$ cat src/rtl/alu_pkg.sv
// alu_pkg: opcode and FSM state types shared by the arbiter and its logic unit
package alu_pkg;
  typedef enum logic [1:0] {OP_AND, OP_OR, OP_XOR, OP_NOTA} op_e;
  typedef enum logic [1:0] {S_IDLE, S_EXEC, S_RESP} state_e;
endpackage

$ cat src/rtl/logic_unit.sv
// logic_unit: bitwise AND/OR/XOR/NOT-A, all-zero output while disabled
module logic_unit
  import alu_pkg::*;
#(
  parameter int WIDTH = 4
) (
  input  logic             en,
  input  logic [1:0]       op,
  input  logic [WIDTH-1:0] a,
  input  logic [WIDTH-1:0] b,
  output logic [WIDTH-1:0] y
);
  always_comb begin
    y = !en ? '0 :
        op == OP_AND ? a & b :
        op == OP_OR  ? a | b :
        op == OP_XOR ? a ^ b : ~a;
  end
endmodule

$ cat src/rtl/logic_unit_arbiter.sv
// logic_unit_arbiter: round-robin two-requester front end for a registered logic unit
module logic_unit_arbiter
  import alu_pkg::*;
#(
  parameter int WIDTH = 4
) (
  input  logic             clk,
  input  logic             rst_n,
  input  logic             req0_valid,
  output logic             req0_ready,
  input  logic [1:0]       req0_op,
  input  logic [WIDTH-1:0] req0_a,
  input  logic [WIDTH-1:0] req0_b,
  input  logic             req1_valid,
  output logic             req1_ready,
  input  logic [1:0]       req1_op,
  input  logic [WIDTH-1:0] req1_a,
  input  logic [WIDTH-1:0] req1_b,
  output logic             resp_valid,
  input  logic             resp_ready,
  output logic [WIDTH-1:0] resp_data,
  output logic             resp_id,
  output logic             busy
);
  state_e           state_q, state_d;
  logic             last_q, last_d;
  logic             id_q, id_d;
  logic [1:0]       op_q, op_d;
  logic [WIDTH-1:0] a_q, a_d, b_q, b_d, data_q, data_d, lu_y;
  logic             g0, g1, en;
  assign g0 = req0_valid && (!req1_valid || last_q);
  assign g1 = req1_valid && !g0;
  always_ff @(posedge clk or negedge rst_n) begin
    if (!rst_n) begin
      state_q <= S_IDLE;
      last_q  <= 1'b1;
      id_q    <= 1'b0;
      op_q    <= '0;
      a_q     <= '0;
      b_q     <= '0;
      data_q  <= '0;
    end else begin
      state_q <= state_d;
      last_q  <= last_d;
      id_q    <= id_d;
      op_q    <= op_d;
      a_q     <= a_d;
      b_q     <= b_d;
      data_q  <= data_d;
    end
  end
  always_comb begin
    state_d = state_q;
    last_d  = last_q;
    id_d    = id_q;
    op_d    = op_q;
    a_d     = a_q;
    b_d     = b_q;
    data_d  = data_q;
    if (state_q == S_IDLE && (g0 || g1)) begin
      state_d = S_EXEC;
      last_d  = g1;
      id_d    = g1;
      op_d    = g1 ? req1_op : req0_op;
      a_d     = g1 ? req1_a : req0_a;
      b_d     = g1 ? req1_b : req0_b;
    end
    if (state_q == S_EXEC) begin
      state_d = S_RESP;
      data_d  = lu_y;
    end
    if (state_q == S_RESP && resp_ready) state_d = S_IDLE;
  end
  always_comb begin
    req0_ready = rst_n && state_q == S_IDLE && g0;
    req1_ready = rst_n && state_q == S_IDLE && g1;
    en         = state_q == S_EXEC;
    resp_valid = state_q == S_RESP;
    busy       = state_q != S_IDLE;
    resp_data  = data_q;
    resp_id    = id_q;
  end
  logic_unit #(.WIDTH(WIDTH)) u_lu (
    .en(en),
    .op(op_q),
    .a (a_q),
    .b (b_q),
    .y (lu_y)
  );
endmodule
$ cat config.mk
export PLATFORM = sky130hd
export DESIGN_NAME = logic_unit_arbiter
export DESIGN_NICKNAME = d
export VERILOG_FILES = /design/src/rtl/alu_pkg.sv /design/src/rtl/logic_unit.sv /design/src/rtl/logic_unit_arbiter.sv
export SDC_FILE = /design/constraint.sdc
export NUM_CORES = 1
export LEC_CHECK = 0
export ABC_AREA = 1
export BUFFER_PORTS_ARGS = -buffer_cell sky130_fd_sc_hd__clkbuf_2
export CORE_ASPECT_RATIO = 1.2
export CORE_MARGIN = 10
export CORE_UTILIZATION = 48
export CTS_BUF_LIST = sky130_fd_sc_hd__clkbuf_2
export DETAILED_ROUTE_END_ITERATION = 12
export GPL_TIMING_DRIVEN = 1
export HOLD_SLACK_MARGIN = 0.03
export PLACE_DENSITY = 0.78
export SETUP_SLACK_MARGIN = 0.3
export SLEW_MARGIN = 25
export SYNTH_ARGS = -nofsm -noshare
export SYNTH_HDL_FRONTEND = slang
export SYNTH_SLANG_ARGS = --single-unit
$ cat constraint.sdc
create_clock -name clk -period 1.1 [get_ports clk]
set_input_delay 0 -clock clk [delete_from_list [all_inputs] [get_ports clk]]
set_output_delay 0 -clock clk [all_outputs]
set_load 0.01 [all_outputs]
==> qor.yml <==
status: "complete, but fails checks"
failed_checks: "negative setup slack"
cp-start-kind: "flip-flop"
worstMarginPinSlew_ns: 0.238
synth.avg_cell_area_um2: 6.85
overflow: 0
antennaDiodeCount: 0
min_period_over_period: 1.27
grt_pass1_vias: 1544
p_total_mw: 1.60
die_area_um2: 4880
grt_pass1_wl_um: 6440
place.gp.congestion: 0.784
core-area_um2: 2330
cp-end-kind: "output port"
initialDrtViolationCount: 101
die_height_um: 74.6
final_nets: 295
setup_violations: 19
fin_crit_ns: 1.40
irDropWorstVdd_mv: 0.685
seq_area_frac_synth: 0.379
synthCells: 174
crit_fanout: 2
critical_path_class: "reg2out"
ant_nets: 0
totalWireLength_um: 4280
final_area_um2: 2060
cellLeakagePower_nw: 1.13
viasPerCell: 4.96
hold_violations: 0
clkTransAtPathRegs_ns: 0.19
htree_levels: 1
cts-root-buf: "clkbuf_2"
fp.dieW_um: 65.5
power_density_nw_per_um2: 778
cts_tree: "built"
required_ns: 1.10
clock_skew_ns: 0.00454
place_ws_ns: -0.0799
drt-wirelength-per-cell_um: 14.6
drcViolationCount: 0
initial_core_util: 0.511
antenna_found_initial: 0
track_usage: 0.164
vias: 1447
fmax_ghz: 0.713
synth_cell_types: 18
drive_gt1_frac: 0.452
postSynthRegisterBits: 18
yosys_warnings: 0
clockBufferDepth: 2
netlist_area_um2: 1190
grt_max_degree: 19
cp_data_arrival_time_ns: 1.40
maxSlewViolCount: 0
syn_to_final_growth_pct: 72.7
holdCritPathClass: "in2async"
placed_cell_area_um2: 1470
fin_ws_ns: -0.302
cap_violations: 0
slew_headroom: 0.841
rows: 19
clkLatencyLatePin_ns: 0.31
dpl.hpwl_um: 2220
numCtsBuffers: 3
rsz0062_at_grt: "true"
syn-num-nets: 207
io_pins: 34
numPortBuffers: 33
dr.pass1.iters: 4
cts_num_sinks: 18
==> state kept, by name, indices dropped and copies added (netlist names) <==
register   flops
b_q            4
last_q         1
state_q        2
resp_id        1
op_q           2
resp_data      4
a_q            4
==> cells in the mapped netlist <==
master | instances | area share
dfrtp_1 | 17 | 0.36
buf_6 | 2 | 0.019
nand3_1 | 20 | 0.084
nor2_2 | 2 | 0.011
a21oi_4 | 1 | 0.014
inv_2 | 2 | 0.0063
nand2_1 | 54 | 0.17
nor3_1 | 1 | 0.0042
dfstp_2 | 1 | 0.022
a21oi_2 | 1 | 0.0074
ha_1 | 8 | 0.084
nor2_1 | 15 | 0.047
o21ai_0 | 5 | 0.021
buf_2 | 4 | 0.017
a21oi_1 | 1 | 0.0042
inv_1 | 38 | 0.12
a211oi_1 | 1 | 0.0063
nand3b_1 | 1 | 0.0063
==> per-stage QoR <==
stage	TNS [ns]	utilization	hold slack, ns	std cells
final	-3.40	0.883	0.178	292
after global routing	-4.99	0.883	0.193	292
after CTS	-2.43	0.835	0.153	284
after detailed placement	-0.767	0.629	-0.0194	243
after global placement	-0.478	0.629	-0.0204	243
after floorplan	-0.132	-	-0.296	174
==> final timing paths <==
check | start | endpoint | slack (ns) | cells after the start
worst min-delay path | rst_n | resp_data[3]$_DFFE_PN0N_ | 0.18 | 3
worst min register to register | resp_data[1]$_DFFE_PN0N_ | resp_data[1]$_DFFE_PN0N_ | 0.53 | 2
worst max-delay path | state_q[1]$_DFFE_PN0P_ | req0_ready | -0.30 | 4
worst max register to register | state_q[1]$_DFFE_PN0P_ | a_q[1]$_DFFE_PN0P_ | -0.25 | 7
min in group clk | req1_valid | last_q$_DFFE_PN1P_ | 0.19 | 5
max in group asynchronous | rst_n | last_q$_DFFE_PN1P_ | 0.66 | 3
==> metal layers <==
metal  track usage  part of all wire
met1         0.159              0.38
met2         0.305              0.54
met3        0.0360             0.055
met4         0.105             0.030
met5             0                 0
==> what timing repair did <==
item / CTS / global route
pin swaps: 16 / 11
endpoints found under the setup margin: 27 / 27
endpoints found under the hold margin: 29 / 0
gates resized for setup: 35 / 25
setup buffers: 15 / 8
hold buffers: 22 / 0
==> power breakdown <==
part | leakage, nW | total, mW | internal [mW] | switching (mW)
registers | 0.215 | 0.745 | 0.703 | 0.0421
logic | 0.901 | 0.552 | 0.287 | 0.265
clock network | 0.0140 | 0.305 | 0.0791 | 0.226
total | 1.13 | 1.60 | 1.07 | 0.532
==> cells in the final DEF (no fill, tap or decap), drive strengths merged <==
cell / n
o21ai: 5
dlygate4sd3: 22
clkinv: 1
nand3: 20
a211oi: 1
ha: 8
nor2: 17
a21oi: 3
nor3: 1
clkbuf: 28
nand2: 54
nand3b: 1
dfstp: 1
dfrtp: 17
inv: 40
buf: 42
==> final cells by class <==
type	count	area [µm²]
Multi-Input combinational cell	110	698
Timing Repair Buffer	89	692
Sequential cell	18	454
Fill cell	119	273
Inverter	40	155
Tap cell	31	38.8
Clock buffer	3	15.0
Clock inverter	1	3.75
==> critical path, stage by stage, from the launching register on <==
cell      delay (ns)
dfrtp_1         0.44
nor2_2          0.16
nand2_2         0.12
a211oi_2        0.20
buf_2           0.18
==> kinds of logic after synthesis <==
family	after synthesis	share of synthesized area
AOI/OAI and AO/OA	9	0.0525
adders and majority gates	8	0.0840
buffers and inverters	46	0.162
DFF	18	0.379
and+or+nand+nor	93	0.322
(Power assumes the default switching activity.)
